===== src/rtl/irq_pkg.sv =====
// irq_pkg: shared sizes, FSM state type and mask reset value for irq_ctrl8.
package irq_pkg;
  localparam int NUM_IRQ = 8;
  localparam int ID_W    = 3;
  typedef enum logic [1:0] {IDLE, PEND, SERVICE} irq_state_t;
  localparam logic [NUM_IRQ-1:0] MASK_RST = 8'hFF;
endpackage


===== src/rtl/irq_sync.sv =====
// irq_sync: 2-flop synchronizer plus previous-level flop for one request line; emits level and rise pulse.
module irq_sync (
  input  logic clk,
  input  logic rst_n,
  input  logic d_i,
  output logic level_o,
  output logic rise_o
);
  logic sync1_q, sync2_q, prev_q;
  always_ff @(posedge clk or negedge rst_n)
    if (!rst_n) {sync1_q, sync2_q, prev_q} <= '0;
    else        {sync1_q, sync2_q, prev_q} <= {d_i, sync1_q, sync2_q};
  assign level_o = sync2_q;
  assign rise_o  = sync2_q & ~prev_q;
endmodule


===== src/rtl/irq_ctrl8.sv =====
// irq_ctrl8: 8-line interrupt front end with pending/mask and single-level ack/eoi handshake.
// Define IRQ_LEVEL_EN for level-sensitive pending (pending follows the synchronized line).
module irq_ctrl8 import irq_pkg::*; (
  input  logic               clk,
  input  logic               rst_n,
  input  logic [NUM_IRQ-1:0] irq_in,
  input  logic               mask_we,
  input  logic [NUM_IRQ-1:0] mask_wdata,
  output logic [NUM_IRQ-1:0] req_out,
  input  logic [ID_W-1:0]    grant_id,
  input  logic               grant_valid,
  output logic               irq_o,
  input  logic               ack_i,
  output logic [ID_W-1:0]    active_id,
  output logic               in_service,
  input  logic               eoi_i
);
  logic [NUM_IRQ-1:0] level, rise, pending, mask_q;
  irq_state_t state_q;
  logic irq_q, svc_q, ack_ok;
  logic [ID_W-1:0] aid_q;
  for (genvar g = 0; g < NUM_IRQ; g++) begin : g_sync
    irq_sync u_sync (.clk(clk), .rst_n(rst_n), .d_i(irq_in[g]), .level_o(level[g]), .rise_o(rise[g]));
  end
  // An ack only counts while the encoder still presents a winner.
  assign ack_ok = (state_q == PEND) && grant_valid && ack_i;
`ifdef IRQ_LEVEL_EN
  logic unused_rise;
  assign unused_rise = ^rise;
  assign pending     = level;
`else
  logic [NUM_IRQ-1:0] pend_q, clr;
  logic unused_level;
  assign unused_level = ^level;
  assign clr = ack_ok ? {{(NUM_IRQ-1){1'b0}}, 1'b1} << grant_id : '0;
  always_ff @(posedge clk or negedge rst_n)
    if (!rst_n) pend_q <= '0;
    else        pend_q <= (pend_q & ~clr) | rise;
  assign pending = pend_q;
`endif
  always_ff @(posedge clk or negedge rst_n)
    if (!rst_n)       mask_q <= MASK_RST;
    else if (mask_we) mask_q <= mask_wdata;
  always_ff @(posedge clk or negedge rst_n)
    if (!rst_n) begin
      state_q <= IDLE;
      irq_q   <= 1'b0;
      svc_q   <= 1'b0;
      aid_q   <= '0;
    end else begin
      case (state_q)
        IDLE:    if (grant_valid) begin
                   state_q <= PEND;
                   irq_q   <= 1'b1;
                 end
        PEND:    if (!grant_valid) begin
                   state_q <= IDLE;
                   irq_q   <= 1'b0;
                 end else if (ack_ok) begin
                   state_q <= SERVICE;
                   irq_q   <= 1'b0;
                   svc_q   <= 1'b1;
                   aid_q   <= grant_id;
                 end
        SERVICE: if (eoi_i) begin
                   state_q <= IDLE;
                   svc_q   <= 1'b0;
                 end
        default: begin
                   state_q <= IDLE;
                   irq_q   <= 1'b0;
                   svc_q   <= 1'b0;
                 end
      endcase
    end
  assign req_out    = pending & ~mask_q;
  assign irq_o      = irq_q;
  assign in_service = svc_q;
  assign active_id  = aid_q;
endmodule

===== config.mk =====
export PLATFORM = sky130hd
export DESIGN_NAME = irq_ctrl8
export DESIGN_NICKNAME = d
export VERILOG_FILES = /design/src/rtl/irq_pkg.sv /design/src/rtl/irq_sync.sv /design/src/rtl/irq_ctrl8.sv
export SDC_FILE = /design/constraint.sdc
export NUM_CORES = 1
export LEC_CHECK = 0
export ABC_CLOCK_PERIOD_IN_PS = 2000
export BUFFER_PORTS_ARGS = -buffer_cell sky130_fd_sc_hd__buf_2
export CAP_MARGIN = 20
export CORE_MARGIN = 5
export CORE_UTILIZATION = 55
export DETAILED_ROUTE_END_ITERATION = 8
export PLACE_DENSITY = 0.85
export SLEW_MARGIN = 10
export SYNTH_ARGS = -nofsm -noshare
export SYNTH_HDL_FRONTEND = slang
export SYNTH_SLANG_ARGS = --single-unit

===== constraint.sdc =====
create_clock -name clk -period 2 [get_ports clk]
set_input_delay 0 -clock clk [delete_from_list [all_inputs] [get_ports clk]]
set_output_delay 0 -clock clk [all_outputs]
set_load 0.1 [all_outputs]

Word level (Yosys, flattened, before mapping)
Cells that the tools add are included.
{"block": "op_classes", "addsub": 0, "multipliers": 0, "div": 0, "n_lt_le_gt_ge": 0, "eq_ne": 7, "shift": 1, "mux": 14, "n_bitwise": 23, "n_reduce_logical": 7}
{"operator": "AND 8 bit", "count": 2}
{"operator": "NOT 8 bit", "count": 2}
{"operator": "NOT 1 bit", "count": 10}
{"operator": "AND reduction 3 bit", "count": 3}
{"operator": "AND 1 bit", "count": 8}
{"operator": "2-to-1 mux 2 bit", "count": 4}
{"operator": "2-to-1 mux 8 bit", "count": 1}
{"operator": "inequality test 2 bit (second input constant)", "count": 4}
{"operator": "bitwise OR 8 bit", "count": 1}
{"operator": "<< shifter 1 x 3 -> 8 bit (first input constant)", "count": 1}
{"operator": "2-to-1 mux 1 bit", "count": 6}
{"operator": "one-hot mux 1 bit (3 select lines)", "count": 2}
{"operator": "one-hot mux 2 bit (3 select lines)", "count": 1}
{"operator": "AND reduction 4 bit", "count": 1}
{"operator": "inequality test 3 bit (second input constant)", "count": 1}
{"operator": "== test 2 x 1 -> 1 bit (second input constant)", "count": 1}
{"operator": "== test 2 bit (second input constant)", "count": 1}
{"operator": "logical AND 1 bit", "count": 2}
{"operator": "logical NOT 2 bit", "count": 1}
{"block": "totals", "register_bits": 47, "latchBits": 0, "ramBits": 0, "rom_bits": 0, "input_bits": 25, "output_inout_bits": 13, "elab_cells": 82, "memories": 0}

Longest topological paths before layout
Gate-level depths: netlist of the first run.
{"block": "depth", "ltp_word": 7, "depth_mapped": 4, "mapped_depth_nobuf": 3}

Modules after synthesis
Synthesis of the first run repeated with hierarchy kept, for this count alone.
{"block": "unflattened", "hier_cells": 117, "area_unflattened_um2": 1691.6}
{"mod": "irq_ctrl8", "n_inst": 1, "cells_per_inst": 85, "area_each_um2": 980.9, "seq_area_each_um2": 585.6}
{"mod": "irq_sync", "n_inst": 8, "cells_per_inst": 4, "area_each_um2": 88.8, "seq_area_each_um2": 75.1}

Worst setup path before layout of the first run
Ideal clock, no wire load.
{"block": "synth_path", "path_kind": "register to output", "from": "reg pend_q[3]", "to": "out req_out[3]", "arrival_ns": 1.729, "t_required_ns": 2.000, "setup_slack_ns": 0.271, "path_stages_with_launch": 2, "n_path_buf": 0, "cell_sequence": "dfrtp_1 > nor2b_1"}
{"block": "synth_via", "elab_chain_cells": 1}
{"element": "from (decl)", "line": "irq_ctrl8.sv:32", "text": "logic [NUM_IRQ-1:0] pend_q, clr;"}
{"element": "from (signal assigned)", "line": "irq_ctrl8.sv:38", "text": "else pend_q <= (pend_q & ~clr) | rise;"}
{"element": "AND 8 bit", "line": "irq_ctrl8.sv:76", "text": "assign req_out = pending & ~mask_q;"}
{"element": "to (decl)", "line": "irq_ctrl8.sv:9", "text": "output logic [NUM_IRQ-1:0] req_out,"}
No other way between the ends.

Worst setup path in the final report of the first run
{"block": "layout_path", "from": "reg state_q[0]", "to": "reg pend_q[0]"}
{"block": "layout_via", "elab_chain_cells": 7}
{"element": "from (decl)", "line": "irq_ctrl8.sv:19", "text": "irq_state_t state_q;"}
{"element": "from (signal assigned)", "line": "irq_ctrl8.sv:46", "text": "state_q <= IDLE;"}
{"element": "from (signal assigned)", "line": "irq_ctrl8.sv:53", "text": "state_q <= PEND;"}
{"element": "from (signal assigned)", "line": "irq_ctrl8.sv:57", "text": "state_q <= IDLE;"}
{"element": "== test 2 x 1 -> 1 bit", "line": "irq_ctrl8.sv:26", "text": "assign ack_ok = (state_q == PEND) && grant_valid && ack_i;"}
{"element": "logical AND 1 bit (2 in a row)", "line": "irq_ctrl8.sv:26"}
{"element": "2-to-1 mux 8 bit", "line": "irq_ctrl8.sv:35", "text": "assign clr = ack_ok ? {{(NUM_IRQ-1){1'b0}}, 1'b1} << grant_id : '0;"}
{"element": "NOT 8 bit", "line": "irq_ctrl8.sv:38"}
{"element": "AND 8 bit", "line": "irq_ctrl8.sv:38"}
{"element": "bitwise OR 8 bit", "line": "irq_ctrl8.sv:38"}
No other way between the ends.
A chain may end at the register's enable or synchronous reset.

==> summary.txt, run 1 <==
Setup path
  • Critical Path Source: state_q[0]$_DFFE_PN0P_
  • CP delay by family, top: buffers and inverters
  • Reg2reg setup slack: 0.1 ns
  • Worst path depth: 4
  • Buf/Inv on CP: 1
  • Data arrival, critical path: ~2.2 ns
  • CP Capture Type: register
  • Worst path max stage delay: 0.61 ns
  • R2R cell count: 4
  • Crit path cell chain: nand4b_4 -> o41ai_1 -> dlygate4sd3_1 -> o21ai_0
  • Crit Path Max Fanout: 15
  • Slowest cell on the critical path: dlygate4sd3_1
  • Req. time, crit path: ~2.3 ns
  • Worst Setup EP: pend_q[0]$_DFF_PN0_
  • Reg-to-reg startpoint: state_q[0]$_DFFE_PN0P_
  • Worst Setup Start Kind: register
  • Critical path type: reg -> reg
  • R2r endpoint: pend_q[0]$_DFF_PN0_

STA
  • RSZ-0062 raised after global routing: no
  • Skew final: around 0.017 ns
  • Fmax: ~530 MHz
  • Setup Viol. Count Final: 0
  • Slew of the pin with the lowest slew margin: between 0.4 and 0.5 ns
  • Hold Violations, Final: 0
  • Setup TNS: 0 ns
  • Worst rel slew slack: 0.6706
  • Max-slew violation total from the final report: 0
  • Final setup margin: a little under 0.1 ns
  • Fin crit period: between 1.5 and 2 ns
  • Final period util: 0.9507

GRT
  • Initial antenna violation count: 0
  • Vias in the first global route: about 1200
  • Global-route wire length before repair: roughly 5.9 mm
  • Gr ovfl total: 0
  • GRT Total Usage: 0.1894
  • Largest net degree at the start of global routing: 48

Synthesis
  • Yosys cell types: 23
  • Yosys warnings: 0
  • Post-Syn Nets: roughly 140
  • Synthesized area: around 1600 um2
  • Synthesized flop and latch total: 47
  • Synthesized area per cell: 14.59 um2
  • Syn Inst Count: between 100 and 150
  • Register area share after synthesis: 0.7259

Floorplan
  • # rows: 19
  • Initial Util: 0.5825
  • Die area: between 4000 and 5000 um2
  • Die X: between 60 and 70 um
  • Core Area: 2805 um2
  • # IOs: 38
  • Die Ht: 64.51 um

Drt
  • Initial DRC Count: 65
  • Drt wl/cell: approximately 16 um
  • Post-Route WL: roughly 3.4 mm
  • Antenna-violating nets left: 0
  • Drt drc: 0
  • Via count: 1128
  • Via-to-Cell Ratio: 5.371
  • First-pass DRT Iterations: 4

Pwr
  • Pwr dens: around 1100 nW/um2
  • Peak VDD IR: between 0.8 and 0.9 mV
  • Leak: slightly above 1 nW

Cells and area
  • Final Cell Area: about 2200 um2
  • Finished Layout Cells: 210
  • Commonest non-fill, non-tap cell in the layout: dfrtp_1
  • Share of layout cells above drive strength 1: 0.3687
  • Nets: roughly 200
  • Util after Layout: 0.7841
  • P&R area growth vs syn: 34.61%
  • Most frequent cells in the layout: dfrtp_1 (39), buf_2 (37), dlygate4sd3_1 (24)
  • Inserted Diodes: 0

Place
  • Placed insts: between 150 and 200
  • Gpl congestion: 0.6963
  • Dpl cell area: 1834 um2
  • Pre-CTS WS: around 0.63 ns
  • Port Buffer Count: 37
  • Detailed placement HPWL: roughly 2.1 mm

CTS
  • CTS Buffer Depth: 2
  • Worst-path clk slew: between 0.1 and 0.15 ns
  • # H-tree levels: 2
  • TritonCTS Buffers: 5
  • CTS tree: yes
  • Clock latency on the worst-skew pair: between 0.3 and 0.4 ns
  • CTS Sinks: 47
  • Clock Tree Root: clkbuf_4

Outcome
  • Status: complete, no violations

Flow run
  • Max Cap Violations: 0

Hold path
  • Hold WC Path Type: in -> reg
## layer usage
layer,wire length (um),vias to the layer above,GRT usage
li1,-,510,-
met1,1258,551,0.2124
met2,1765,58,0.3351
met3,273,9,0.06390
met4,68,0,0.07124
met5,0,-,0
## tightest hold or removal path, cell delays in order
cell and delay (ns):
buf_2 0.15, o41ai_1 0.10, o21ai_0 0.09
## metrics by stage
step	power (W)	hold slack [ns]
after floorplan	0.001490	-0.2956
after global placement	0.001582	0.1074
after detailed placement	0.001604	0.1093
after CTS	0.002317	0.002887
after global routing	0.002406	0.02701
final	0.002316	0.02332
## kinds of logic after synthesis
| group | after synthesis | share of synthesized area |
|---|---|---|
| compound gates | 22 | 0.09342 |
| buf+inv | 15 | 0.04211 |
| flops | 47 | 0.7259 |
| mux | 9 | 0.06202 |
| simple gates | 19 | 0.07656 |
## report_power, final
group	switching (W)	leakage, nW	internal [W]
Clock	0.000295	0.0514	0.000389
Sequential	0.0000441	0.521	0.00104
Combinational	0.000428	0.462	0.000125
Total	0.000766	1.03	0.00155
## sequential cells by signal, indices dropped and copies added (netlist names)
name,count
g_sync.u_sync.prev_q,8
irq_o,1
g_sync.u_sync.level_o,8
pend_q,8
active_id,3
state_q,2
in_service,1
g_sync.u_sync.sync1_q,8
mask_q,8
## cell usage after synthesis
| library cell | instances | area (um2) |
|---|---|---|
| mux2_2 | 9 | 101.4 |
| nand3_1 | 1 | 5.000 |
| dfstp_2 | 8 | 210.2 |
| nor2b_1 | 7 | 43.79 |
| o21ai_2 | 1 | 8.760 |
| nand2b_1 | 1 | 6.260 |
| o22ai_1 | 2 | 12.51 |
| a21oi_1 | 2 | 10.01 |
| nand2_1 | 5 | 18.77 |
| o41ai_1 | 3 | 26.28 |
| inv_1 | 12 | 45.04 |
| nand3b_1 | 2 | 15.01 |
| nor4b_1 | 1 | 8.760 |
| o21ai_1 | 3 | 15.01 |
| buf_4 | 1 | 7.510 |
| nor2_1 | 1 | 3.750 |
| nand4b_4 | 1 | 23.77 |
| o41ai_4 | 1 | 27.53 |
| buf_6 | 1 | 11.26 |
| buf_2 | 1 | 5.000 |
| dfrtp_1 | 39 | 975.9 |
| o31ai_1 | 1 | 7.510 |
| o21ai_0 | 9 | 45.04 |
## how the worst min path moves through the flow
stage / depth (start not counted) / endpoint / slack (ns) / startpoint
3_5_place_dp: 1 / g_sync[7].u_sync.sync1_q$_DFF_PN0_ / 0.11 / irq_in[7]
2_1_floorplan: 0 / active_id[0]$_DFFE_PN0P_ / -0.30 / rst_n
5_1_grt: 2 / g_sync[4].u_sync.sync1_q$_DFF_PN0_ / 0.03 / rst_n
4_1_cts: 3 / pend_q[1]$_DFF_PN0_ / 0.003 / grant_id[1]
3_3_place_gp: 1 / g_sync[0].u_sync.sync1_q$_DFF_PN0_ / 0.11 / irq_in[0]
6_report: 3 / pend_q[1]$_DFF_PN0_ / 0.02 / grant_id[1]
## layout make-up
| cell class | instances | area, um2 |
|---|---|---|
| flip-flops and latches | 47 | 1186 |
| fillers | 157 | 605.6 |
| repair buffers | 62 | 445.4 |
| multi-input cells | 50 | 379.1 |
| clock inverters | 3 | 67.56 |
| inverters | 12 | 45.04 |
| well taps | 31 | 38.79 |
| clock buffers | 5 | 37.54 |
## what timing repair did
item                      4_1_cts  5_1_grt
hold buffers                   24        0
hold endpoints to repair       62        0
gates resized for setup         0        0
buffers inserted                0        0
Power figures use the tool's default switching activity.
==> inputs of run 2 (changes only) <==
--- a/config.mk
+++ b/config.mk
@@ -12,6 +12,7 @@
 export CORE_UTILIZATION = 55
 export DETAILED_ROUTE_END_ITERATION = 8
 export PLACE_DENSITY = 0.85
+export RECOVER_POWER = 25
 export SLEW_MARGIN = 10
 export SYNTH_ARGS = -nofsm -noshare
 export SYNTH_HDL_FRONTEND = slang
==> run 2 against run 1 <==
Against the previous run: combinational power is essentially flat; clock power about the same; die area stayed put; highest routed layer unchanged; clock skew is 0.00065 ns higher.
==> summary.txt, run 2 (same netlist as run 1, synthesis figures left out) <==
Setup path
  • Req. time, crit path: 2.25 ns (about the same)
  • Worst Setup Start Kind: register (unchanged)
  • Critical path type: reg -> reg (unchanged)
  • CP Capture Type: register (unchanged)
  • Crit Path Max Fanout: 15 (unchanged)
  • Data arrival, critical path: 2.15 ns (about the same)

Cells and area
  • Layout filler cell count: 156 (was 157)
  • Util after Layout: 0.7837 (was 0.7841)
  • Share of layout cells above drive strength 1: 0.3631 (was 0.3687)
  • Finished Layout Cells: 210 (unchanged)
  • P&R area growth vs syn: 34.53% (was 34.61%)
  • Inserted Diodes: 0 (unchanged)
  • Commonest non-fill, non-tap cell in the layout: dfrtp_1 (unchanged)
  • Most frequent cells in the layout: dfrtp_1 (39), buf_2 (36), dlygate4sd3_1 (24) (was dfrtp_1 (39), buf_2 (37), dlygate4sd3_1 (24))
  • Nets: 203 (unchanged)

STA
  • Slew of the pin with the lowest slew margin: 0.6204 ns (was 0.4975 ns)
  • Final period util: 0.9512 (was 0.9507)
  • Max-slew violation total from the final report: 0 (unchanged)
  • Fin crit period: 1.902 ns (was 1.901 ns)
  • Worst rel slew slack: 0.5864 (was 0.6706)
  • Setup TNS: 0 ns (unchanged)
  • Final setup margin: 0.09755 ns (was 0.09850 ns)
  • Skew final: 0.01786 ns (was 0.01721 ns)
  • Fmax: 525.6 MHz (was 525.9 MHz)
  • Hold Violations, Final: 0 (unchanged)
  • RSZ-0062 raised after global routing: no (unchanged)
  • Setup Viol. Count Final: 0 (unchanged)

Drt
  • Drt wl/cell: 16.01 um (was 16.03 um)
  • Via count: 1130 (was 1128)
  • First-pass DRT Iterations: 4 (unchanged)
  • Antenna-violating nets left: 0 (unchanged)
  • Drt drc: 0 (unchanged)
  • Post-Route WL: 3.363 mm (was 3.366 mm)
  • Initial DRC Count: 68 (was 65)
  • Via-to-Cell Ratio: 5.381 (was 5.371)

GRT
  • Largest net degree at the start of global routing: 48 (unchanged)
  • Vias in the first global route: 1224 (unchanged)
  • GRT Total Usage: 0.1894 (unchanged)
  • Gr ovfl total: 0 (unchanged)
  • Initial antenna violation count: 0 (unchanged)
  • Global-route wire length before repair: 5.940 mm (unchanged)

Pwr
  • Pwr dens: 1053 nW/um2 (about the same)
  • Peak VDD IR: 0.8031 mV (was 0.8032 mV)
  • Total power: 0.002316 W (about the same)
  • Leak: 1.032 nW (was 1.034 nW)

CTS
  • Worst-path clk slew: 0.14 ns (about the same)
  • Clock Tree Root: clkbuf_4 (unchanged)
  • CTS tree: yes (unchanged)
  • CTS Sinks: 47 (unchanged)
  • Post_cts resized: 0 (unchanged)
  • Clock latency on the worst-skew pair: 0.35 ns (about the same)
  • # H-tree levels: 2 (unchanged)
  • CTS Buffer Depth: 2 (unchanged)
  • TritonCTS Buffers: 5 (unchanged)

Floorplan
  • Die area: 4161 um2 (unchanged)
  • # rows: 19 (unchanged)
  • # IOs: 38 (unchanged)
  • Core Area: 2805 um2 (unchanged)
  • Die Ht: 64.51 um (unchanged)
  • Die X: 64.51 um (unchanged)
  • Initial Util: 0.5825 (unchanged)

Place
  • Gpl congestion: 0.6963 (unchanged)
  • Port Buffer Count: 37 (unchanged)
  • Placed insts: 177 (unchanged)
  • Pre-CTS WS: 0.6346 ns (unchanged)
  • Detailed placement HPWL: 2.090 mm (unchanged)

Hold path
  • Hold WC Path Type: in -> reg (unchanged)

Flow run
  • Max Cap Violations: 0 (unchanged)

Outcome
  • Status: complete, no violations (unchanged)
==> run 2: critical path, stage by stage, from the launching register on <==
cell           delay (ns)
dfrtp_1              0.51
nand4b_4             0.27
o41ai_1              0.32
dlygate4sd3_1        0.61
o21ai_0              0.08
==> run 2: per-layer routing <==
layer / routed length, um / GRT usage
met4: 68 / 0.07124
met1: 1254 / 0.2124
met3: 270 / 0.06390
met2: 1769 / 0.3351
met5: 0 / 0
==> run 2: final cells by class <==
| class | count | area (um2) | area share |
|---|---|---|---|
| multi-input cells | 50 | 379.1 | 0.1725 |
| inverters | 12 | 45.04 | 0.02049 |
| flip-flops and latches | 47 | 1186 | 0.5396 |
| well taps | 31 | 38.79 | 0.01764 |
| repair buffers | 62 | 444.2 | 0.2020 |
| clock inverters | 3 | 67.56 | 0.03073 |
| clock buffers | 5 | 37.54 | 0.01707 |
==> run 2: power by group <==
group,switching [W],total [W],leakage (nW),internal (W)
registers,0.0000441,0.00108,0.521,0.00104
logic,0.000428,0.000552,0.459,0.000124
clock network,0.000295,0.000684,0.0514,0.000389
==> run 2: final timing paths <==
path                                                    start                                  to  slack, ns  cells past startpoint
max in group asynchronous                               rst_n               mask_q[3]$_DFFE_PN1P_       1.17                      3
min in group asynchronous                               rst_n  g_sync[4].u_sync.sync1_q$_DFF_PN0_       0.16                      2
min                                               grant_id[1]                 pend_q[1]$_DFF_PN0_       0.02                      3
max                                    state_q[0]$_DFFE_PN0P_                 pend_q[0]$_DFF_PN0_        0.1                      4
min reg2reg                g_sync[1].u_sync.sync1_q$_DFF_PN0_  g_sync[1].u_sync.level_o$_DFF_PN0_       0.36                      0
max reg2reg                            state_q[0]$_DFFE_PN0P_                 pend_q[0]$_DFF_PN0_        0.1                      4
==> run 2: timing repair <==
action	in CTS	in global routing
buffers inserted	0	0
hold buffers	24	0
hold endpoints to repair	62	0
==> run 2: metrics by stage <==
stage / hold WS, ns / area (um2)
after global routing: 0.02725 / 2198
after CTS: 0.002887 / 2180
after global placement: 0.1074 / 1834
after floorplan: -0.2956 / 1634
after detailed placement: 0.1093 / 1834
final: 0.02263 / 2198
==> inputs of run 3 (changes only) <==
==> constraint.sdc (replaced) <==
create_clock -name clk -period 2 [get_ports clk]
set_input_delay 0.5 -clock clk [delete_from_list [all_inputs] [get_ports clk]]
set_output_delay 0.5 -clock clk [all_outputs]
set_load 0.1 [all_outputs]
==> run 3 against run 2 <==
Against the previous run: final area shrank 13%; global-route usage decreased by 3.3 points; hold slack better by 0.22 ns; count of clock-buffer cells in the layout increased by 1; die area did not move; sequential share of layout area up 7.8 points; first-iteration DRC count is 63% lower; register-to-register slack improved by 0.51 ns; routed wire length down 17%; non-clock buffer count decreased by 23; sequential cell count stayed put; largest cell class unchanged.
==> summary.txt, run 3 (same netlist as run 1, synthesis figures left out) <==
Outcome
  • Status: complete, no violations (unchanged)

Hold path
  • Hold WC Path Type: in -> reg (unchanged)

Drt
  • Via count: 971 (was 1130)
  • Antenna-violating nets left: 0 (unchanged)
  • Drt drc: 0 (unchanged)
  • Initial DRC Count: 25 (was 68)
  • First-pass DRT Iterations: 4 (unchanged)
  • Drt wl/cell: 15.02 um (was 16.01 um)
  • Post-Route WL: 2.808 mm (was 3.363 mm)
  • Via-to-Cell Ratio: 5.193 (was 5.381)

STA
  • Skew final: 0.008867 ns (was 0.01786 ns)
  • Worst rel slew slack: 0.2503 (was 0.5864)
  • RSZ-0062 raised after global routing: no (unchanged)
  • Fmax: 537.2 MHz (was 525.6 MHz)
  • Setup TNS: 0 ns (unchanged)
  • Slew of the pin with the lowest slew margin: 1.125 ns (was 0.6204 ns)
  • Fin crit period: 1.861 ns (was 1.902 ns)
  • Max-slew violation total from the final report: 0 (unchanged)
  • Hold Violations, Final: 0 (unchanged)
  • Final period util: 0.9307 (was 0.9512)
  • Setup Viol. Count Final: 0 (unchanged)

Floorplan
  • Die Ht: 64.51 um (unchanged)
  • Die X: 64.51 um (unchanged)
  • # IOs: 38 (unchanged)
  • Initial Util: 0.5825 (unchanged)
  • Die area: 4161 um2 (unchanged)
  • Core Area: 2805 um2 (unchanged)
  • # rows: 19 (unchanged)

Cells and area
  • Share of layout cells above drive strength 1: 0.4679 (was 0.3631)
  • Nets: 180 (was 203)
  • Commonest non-fill, non-tap cell in the layout: dfrtp_1 (unchanged)
  • Most frequent cells in the layout: dfrtp_1 (39), buf_2 (36), inv_1 (12) (was dfrtp_1 (39), buf_2 (36), dlygate4sd3_1 (24))
  • P&R area growth vs syn: 17.61% (was 34.53%)
  • Finished Layout Cells: 187 (was 210)
  • Final Cell Area: 1922 um2 (was 2198 um2)
  • Inserted Diodes: 0 (unchanged)

Place
  • Gpl congestion: 0.7397 (was 0.6963)
  • Port Buffer Count: 37 (unchanged)
  • Dpl cell area: 1869 um2 (was 1834 um2)
  • Detailed placement HPWL: 2.216 mm (was 2.090 mm)
  • Placed insts: 179 (was 177)

GRT
  • Global-route wire length before repair: 4.761 mm (was 5.940 mm)
  • Initial antenna violation count: 0 (unchanged)
  • Largest net degree at the start of global routing: 24 (was 48)
  • Gr ovfl total: 0 (unchanged)
  • Vias in the first global route: 996 (was 1224)
  • GRT Total Usage: 0.1561 (was 0.1894)

Pwr
  • Leak: 0.9199 nW (was 1.032 nW)
  • Peak VDD IR: 0.7360 mV (was 0.8031 mV)
  • Total power: 0.001993 W (was 0.002316 W)
  • Pwr dens: 1037 nW/um2 (was 1053 nW/um2)

CTS
  • CTS Sinks: 47 (unchanged)
  • Hold-fix buffers, CTS: 0 (was 24)
  • # H-tree levels: 2 (unchanged)
  • Clock latency on the worst-skew pair: 0.35 ns (about the same)
  • Worst-path clk slew: 0.12 ns (was 0.14 ns)
  • Post_cts resized: 0 (unchanged)
  • CTS tree: yes (unchanged)
  • CTS Buffer Depth: 2 (unchanged)
  • TritonCTS Buffers: 5 (unchanged)
  • Clock Tree Root: clkbuf_4 (unchanged)
  • Post-CTS setup buffer count: 0 (unchanged)

Setup path
  • Data arrival, critical path: 1.36 ns (was 2.15 ns)
  • Slowest cell on the critical path: buf_2 (was dlygate4sd3_1)
  • Worst path max stage delay: 0.43 ns (was 0.61 ns)
  • CP Capture Type: output port (was register)
  • Crit path cell chain: nor2b_2 -> buf_2 (was nand4b_4 -> o41ai_1 -> dlygate4sd3_1 -> o21ai_0)
  • Critical path type: reg -> out (was reg -> reg)
  • Worst Setup Start Kind: register (unchanged)
  • Req. time, crit path: 1.50 ns (was 2.25 ns)
  • Crit Path Max Fanout: 2 (was 15)

Flow run
  • Max Cap Violations: 0 (unchanged)
run 3: final cells by class:
cell class                      instances  area (um2)
Inverter                               12       45.04
Fill cell                             219       883.3
Multi-Input combinational cell         50       399.1
Clock inverter                          2       12.51
Clock buffer                            6       41.29
Timing Repair Buffer                   39       198.9
Sequential cell                        47        1186
Tap cell                               31       38.79
run 3: path summary, 6_finish.rpt:
path / from / end / slack (ns) / cells past startpoint
max in group asynchronous: rst_n / mask_q[4]$_DFFE_PN1P_ / 0.80 / 2
min: irq_in[1] / g_sync[1].u_sync.sync1_q$_DFF_PN0_ / 0.24 / 1
max reg2reg: state_q[1]$_DFFE_PN0P_ / pend_q[4]$_DFF_PN0_ / 0.61 / 3
max: pend_q[3]$_DFF_PN0_ / req_out[3] / 0.14 / 2
min reg2reg: g_sync[6].u_sync.sync1_q$_DFF_PN0_ / g_sync[6].u_sync.level_o$_DFF_PN0_ / 0.36 / 0
min in group asynchronous: rst_n / g_sync[5].u_sync.prev_q$_DFF_PN0_ / 0.33 / 1
run 3: worst max-delay path, delay by kind of cell (launching register included):
family                 cells  cell delay (ns)
DFF                        1             0.42
buffers and inverters      1             0.43
and+or+nand+nor            1             0.16
run 3: metal layers:
layer	global-route usage	vias up	share of wire
met3	0.05181	5	0.079
met5	0	-	0
met2	0.2642	37	0.54
met1	0.1772	467	0.37
met4	0.07916	0	0.019
li1	-	462	-
run 3: per-stage QoR:
step | hold WS, ns | worst slack [ns] | utilization
3_5_place_dp | 0.3347 | 0.4657 | 0.6664
3_3_place_gp | 0.3320 | 0.5678 | 0.6664
4_1_cts | 0.08373 | 0.1042 | 0.6855
5_1_grt | 0.2090 | 0.07418 | 0.6851
6_report | 0.2436 | 0.1386 | 0.6851
2_1_floorplan | 0.2044 | 0.2911 | -
run 3: power by group:
group	internal (W)	total [W]	switching (W)
combinational	0.0000957	0.000510	0.000414
sequential	0.00104	0.00108	0.0000411
clock	0.000136	0.000406	0.000270
